### config.mk
export PLATFORM = sky130hd
export DESIGN_NAME = addsub_arbiter
export DESIGN_NICKNAME = d
export VERILOG_FILES = /design/src/rtl/addsub_arbiter.sv
export SDC_FILE = /design/constraint.sdc
export NUM_CORES = 1
export LEC_CHECK = 0
export CORE_UTILIZATION = 40
export CTS_CLUSTER_DIAMETER = 150
export DETAILED_ROUTE_END_ITERATION = 7
export HOLD_SLACK_MARGIN = 0.15
export PLACE_DENSITY_LB_ADDON = 0.08
export SETUP_SLACK_MARGIN = 0.1
export SLEW_MARGIN = 40
export SYNTH_ARGS = -nofsm -noshare
export SYNTH_HDL_FRONTEND = slang
export SYNTH_SLANG_ARGS = --single-unit
### constraint.sdc
create_clock -name clk -period 4.5 [get_ports clk]
set_clock_uncertainty 0.2 [all_clocks]
set_input_delay 0.45 -clock clk [delete_from_list [all_inputs] [get_ports clk]]
set_output_delay 0.45 -clock clk [all_outputs]
set_load 0.005 [all_outputs]
### src/rtl/addsub_arbiter.sv
// addsub_arbiter: round-robin arbiter that shares one ripple-carry add/subtract
// unit among N requesters. One operation is in flight at a time: a request is
// accepted in IDLE, executed in EXEC and presented on the response channel in
// RESP until the consumer takes it.
module addsub_arbiter #(
  parameter  int B = 8,
  parameter  int N = 4,
  localparam int W = $clog2(N)
) (
  input  logic           clk,
  input  logic           rst,
  input  logic [N-1:0]   req_valid,
  output logic [N-1:0]   req_ready,
  input  logic [N*B-1:0] req_x,
  input  logic [N*B-1:0] req_y,
  input  logic [N-1:0]   req_add_n,
  output logic           rsp_valid,
  input  logic           rsp_ready,
  output logic [W-1:0]   rsp_id,
  output logic [B-1:0]   rsp_s,
  output logic           rsp_c_out,
  output logic           busy
);

  typedef enum logic [1:0] {
    ST_IDLE = 2'd0,
    ST_EXEC = 2'd1,
    ST_RESP = 2'd2
  } state_t;

  localparam logic [W:0]   N_L      = (W+1)'(N);
  localparam logic [W-1:0] LAST_IDX = W'(N - 1);
  localparam logic [W-1:0] ONE_IDX  = W'(1);

  // Shared ripple-carry adder. Subtraction inverts y and injects add_n as the
  // carry-in, so c_out=1 on subtract means "no borrow".
  function automatic logic [B:0] ripple_addsub(input logic [B-1:0] x,
                                               input logic [B-1:0] y,
                                               input logic         add_n);
    logic [B-1:0] y_eff;
    logic [B-1:0] sum;
    logic [B:0]   carry;
    y_eff    = y ^ {B{add_n}};
    sum      = {B{1'b0}};
    carry    = {(B+1){1'b0}};
    carry[0] = add_n;
    for (int k = 0; k < B; k++) begin
      sum[k]     = x[k] ^ y_eff[k] ^ carry[k];
      carry[k+1] = (x[k] & y_eff[k]) | (carry[k] & (x[k] ^ y_eff[k]));
    end
    return {carry[B], sum};
  endfunction

  state_t         state_r;
  logic [W-1:0]   ptr_r;
  logic [B-1:0]   op_x_r;
  logic [B-1:0]   op_y_r;
  logic           op_add_n_r;
  logic [W-1:0]   op_id_r;
  logic           rsp_valid_r;
  logic [W-1:0]   rsp_id_r;
  logic [B-1:0]   rsp_s_r;
  logic           rsp_c_out_r;
  logic           busy_r;

  logic           grant_found_s;
  logic [W-1:0]   grant_idx_s;
  logic [W:0]     cand_s;
  logic [W-1:0]   ptr_next_s;
  logic [B-1:0]   add_s_s;
  logic           add_c_s;

  // Round-robin search: first valid requester at or after ptr, wrapping at N-1.
  always_comb begin
    grant_found_s = 1'b0;
    grant_idx_s   = {W{1'b0}};
    cand_s        = {(W+1){1'b0}};
    for (int i = 0; i < N; i++) begin
      cand_s = {1'b0, ptr_r} + i[W:0];
      if (cand_s >= N_L) begin
        cand_s = cand_s - N_L;
      end else begin
        cand_s = cand_s;
      end
      if (!grant_found_s && req_valid[cand_s[W-1:0]]) begin
        grant_found_s = 1'b1;
        grant_idx_s   = cand_s[W-1:0];
      end else begin
        grant_found_s = grant_found_s;
      end
    end
  end

  // Pointer moves just past the granted requester so it has lowest priority next.
  always_comb begin
    if (grant_idx_s == LAST_IDX) begin
      ptr_next_s = {W{1'b0}};
    end else begin
      ptr_next_s = grant_idx_s + ONE_IDX;
    end
  end

  // One-hot accept, only in IDLE and never while reset is applied.
  always_comb begin
    req_ready = {N{1'b0}};
    if (!rst && (state_r == ST_IDLE) && grant_found_s) begin
      req_ready[grant_idx_s] = 1'b1;
    end else begin
      req_ready = {N{1'b0}};
    end
  end

  // Shared adder fed only from the captured operand registers.
  always_comb begin
    {add_c_s, add_s_s} = ripple_addsub(op_x_r, op_y_r, op_add_n_r);
  end

  // Sequencer FSM: accept, execute, hold the response until it is consumed.
  always_ff @(posedge clk or posedge rst) begin
    if (rst) begin
      state_r     <= ST_IDLE;
      ptr_r       <= {W{1'b0}};
      op_x_r      <= {B{1'b0}};
      op_y_r      <= {B{1'b0}};
      op_add_n_r  <= 1'b0;
      op_id_r     <= {W{1'b0}};
      rsp_valid_r <= 1'b0;
      rsp_id_r    <= {W{1'b0}};
      rsp_s_r     <= {B{1'b0}};
      rsp_c_out_r <= 1'b0;
      busy_r      <= 1'b0;
    end else begin
      case (state_r)
        ST_IDLE: begin
          if (grant_found_s) begin
            op_x_r     <= req_x[grant_idx_s*B +: B];
            op_y_r     <= req_y[grant_idx_s*B +: B];
            op_add_n_r <= req_add_n[grant_idx_s];
            op_id_r    <= grant_idx_s;
            ptr_r      <= ptr_next_s;
            busy_r     <= 1'b1;
            state_r    <= ST_EXEC;
          end else begin
            state_r    <= ST_IDLE;
          end
        end
        ST_EXEC: begin
          rsp_s_r     <= add_s_s;
          rsp_c_out_r <= add_c_s;
          rsp_id_r    <= op_id_r;
          rsp_valid_r <= 1'b1;
          state_r     <= ST_RESP;
        end
        ST_RESP: begin
          if (rsp_ready) begin
            rsp_valid_r <= 1'b0;
            busy_r      <= 1'b0;
            state_r     <= ST_IDLE;
          end else begin
            state_r     <= ST_RESP;
          end
        end
        default: begin
          rsp_valid_r <= 1'b0;
          busy_r      <= 1'b0;
          state_r     <= ST_IDLE;
        end
      endcase
    end
  end

  assign rsp_valid = rsp_valid_r;
  assign rsp_id    = rsp_id_r;
  assign rsp_s     = rsp_s_r;
  assign rsp_c_out = rsp_c_out_r;
  assign busy      = busy_r;

endmodule

==> flow_summary.toml <==
[worst_setup_path]
crit_chain = "xnor2_1, fa_1, fa_1, fa_1, fa_1, fa_1, fa_1, inv_1, fa_1, mux2_2"
reg2reg_to = "rsp_s[7]$_DFFE_PP0P_"
max_stage_delay_ns = 0.42
startpoint_type = "register"
cp_slowest_cell = "fa_1"
r2r_setup_slack_ns = 0.49
cp.arrival_ns = 3.99
startpoint = "op_add_n_r$_DFFE_PP0P_"
crit_top_cell = "fa_1"
worstReg2RegStart = "op_add_n_r$_DFFE_PP0P_"
cp_num_cells = 10
critPathCapture = "rsp_s[7]$_DFFE_PP0P_"
r2r_cells = 10
timing.critical_path.buf_inv = 1
end_kind = "register"
crit_fanout = 3
required_ns = 4.47
crit_type = "reg -> reg"
critPathTopFamily = "adder cells"

[global_routing]
grt_use_met1_pct = 29.9
use_met2_pct = 32.5
grt-ovfl-total = 0
grt_antenna_before_repair = 0
grt_pass1_wl_um = 10000
grt_max_degree = 41
groute.usage.overall_pct = 21.1
met3_usage_pct = 3.72
gr-max-usage-layer = "met2"
grt_pass1_vias = 2087

[pwr]
vdd_ir_drop_max_uv = 293
comb_power_share_pct = 58.8
p_sw_share_pct = 39.6
power.density_nw_per_um2 = 584
switchingPower_uw = 780
power_mw = 1.97
p_int_mw = 1.19
leakagePower_nw = 1.41
p_clk_share_pct = 10.7
seqPwrFrac_pct = 30.6

[drt]
dr.pass1.iters = 5
viasPerCell = 5.44
num_vias = 2090
wire_per_inst_um = 15.5
drt_iter0_markers = 106
route.antenna.remaining_nets = 0
drt_wl_total_um = 5970
drc = 0

[timing]
hold_viol_final = 0
worstMarginPinSlew_ns = 0.729
maxSlewHeadroom_pct = 51.4
layout_min_cycle_time_ns = 4.01
finalSetupViolCount = 0
slew_viol_final = 0
rsz0062_at_grt = "no"
finalCritPeriodShare_pct = 89.2
tns_ns = 0
fmax_mhz = 249

[clocking]
clkSinkCount = 36
cts-resized-gates = 0
cts_buffers = 5
htreeDepth = 2
cts_tree = "done"
cts_buffer_depth = 2
postCtsSetupBuffers = 0
clk_pin_slew_ns = 0.07
clk_latency_ns = 0.28
clock-root-buffer = "clkbuf_8"
holdBufCountCts = 0

[die]
rows = 27
start_util_pct = 42.2
dieArea_um2 = 6190
core_um2 = 5570
dieHeight_um = 78.6
ios = 92
die_w_um = 78.6

[worst_hold_path]
min_path_type = "reg -> reg"
worstHoldPathCells = 2

[yosys]
synth-edff-count = 0
yosysWarnings = 0
netlist_area_um2 = 2350
async_reset_ff_share_pct = 100
avgSynthCellArea_um2 = 10.3
syn_inst = 228
ys.flop_type = "dfrtp_1"
synthDistinctLibCells = 35
ys_seq_area_share_pct = 38.3
synth_nets = 314
ys_ff_latch = 36

[cells_and_area]
final_core_util_pct = 60.5
final_nets = 398
layout-drive-gt1-share_pct = 10.9
layout-area-overhead-vs-synth_pct = 43.6
antenna_cells = 0
nFillCells = 478

[placed_design]
hpwl_um = 4650
portBuffers = 91
gp_congestion = 0.810

[run]
maxCapViolations = 0

[outcome]
status = "completed"
## cells by family after synthesis
| logic type | count (synthesis) | synth area share [%] |
|---|---|---|
| xor+xnor | 8 | 2.98 |
| flops | 36 | 38.3 |
| compound gates | 69 | 20.7 |
| mux | 23 | 12.0 |
| buf+inv | 29 | 5.64 |
| simple gates | 52 | 12.2 |
| fa+ha+maj | 11 | 8.09 |
## cell usage in the layout (no fill, tap or decap), types with 3 or more instances in the layout
cell type         n
nand2_1          15
o21ai_0          10
mux2_2           12
a21oi_1          18
xnor2_1           7
o31ai_1          18
inv_1            11
ha_1              4
clkbuf_8          5
clkdlybuf4s50_1  91
nor2_1            3
dfrtp_1          36
fa_1              7
nand4_1          17
mux2_4            7
and3_1            4
nand2b_1          3
a221o_1          17
buf_4             3
## registers in the layout, indices dropped and copies added (netlist names)
| name | flops |
|---|---|
| ptr_r | 2 |
| op_id_r | 2 |
| rsp_id | 2 |
| busy | 1 |
| state_r | 2 |
| op_add_n_r | 1 |
| rsp_valid | 1 |
| rsp_s | 8 |
| rsp_c_out | 1 |
| op_y_r | 8 |
| op_x_r | 8 |
## power by group through the flow
stage / combinational (mW) / clock, mW / sequential (mW)
after floorplan: 0.795 / 0 / 0.582
after global placement: 1.12 / 0 / 0.599
after detailed placement: 1.17 / 0 / 0.610
after CTS: 1.17 / 0.217 / 0.604
after global routing: 1.33 / 0.233 / 0.625
final: 1.16 / 0.210 / 0.602
## stage by stage
step	hold WS (ns)	setup WS [ns]	cell area [um^2]	instances
final	0.277	0.486	3370	384
after global routing	0.300	0.328	3370	384
after CTS	0.286	0.478	3370	384
after detailed placement	0.271	0.487	3290	377
after global placement	0.261	0.589	3290	377
after floorplan	0.243	0.363	2350	228
## how the worst min path moves through the flow
stage	startpoint	end	slack, ns
finish	rsp_s[1]$_DFFE_PP0P_	rsp_s[1]$_DFFE_PP0P_	0.28
global route	rsp_s[5]$_DFFE_PP0P_	rsp_s[5]$_DFFE_PP0P_	0.30
CTS	rsp_s[5]$_DFFE_PP0P_	rsp_s[5]$_DFFE_PP0P_	0.29
detailed placement	rsp_s[5]$_DFFE_PP0P_	rsp_s[5]$_DFFE_PP0P_	0.27
global placement	rsp_s[2]$_DFFE_PP0P_	rsp_s[2]$_DFFE_PP0P_	0.26
floorplan	op_id_r[1]$_DFFE_PP0P_	op_id_r[1]$_DFFE_PP0P_	0.24
## cell type report
cell class / count / area [um^2] / area share (%)
clock inverters: 1 / 5.00 / 0.148
multi-input cells: 163 / 1330 / 39.3
inverters: 12 / 47.5 / 1.41
repair buffers: 94 / 933 / 27.7
flip-flops and latches: 36 / 901 / 26.7
well taps: 72 / 90.1 / 2.67
clock buffers: 6 / 72.6 / 2.15
## cell usage after synthesis, types with 3 or more instances
cell / n / area share [%]
dfrtp_1: 36 / 38
a21oi_1: 19 / 4.0
o31ai_1: 18 / 5.8
a221o_1: 17 / 7.2
nand4_1: 17 / 4.5
nand2_1: 15 / 2.4
mux2_2: 12 / 5.8
inv_1: 11 / 1.8
o21ai_0: 10 / 2.1
clkbuf_1: 9 / 1.4
fa_1: 7 / 6.0
mux2_4: 7 / 4.5
xnor2_1: 7 / 2.6
nor2_1: 5 / 0.80
and3_1: 4 / 1.1
ha_1: 4 / 2.1
buf_1: 3 / 0.48
nand2b_1: 3 / 0.80
## tightest hold or removal path, stage by stage, from the launching register on
cell and delay (ns):
dfrtp_1 0.34, nand2_1 0.04, o21ai_0 0.06
## metal layers
layer / vias to the layer above / wire [um]
li1: 1023 / -
met3: 4 / 333
met2: 74 / 2720
met5: - / 0
met1: 989 / 2870
met4: 0 / 47
No activity file was read; power rests on OpenSTA's default activity.
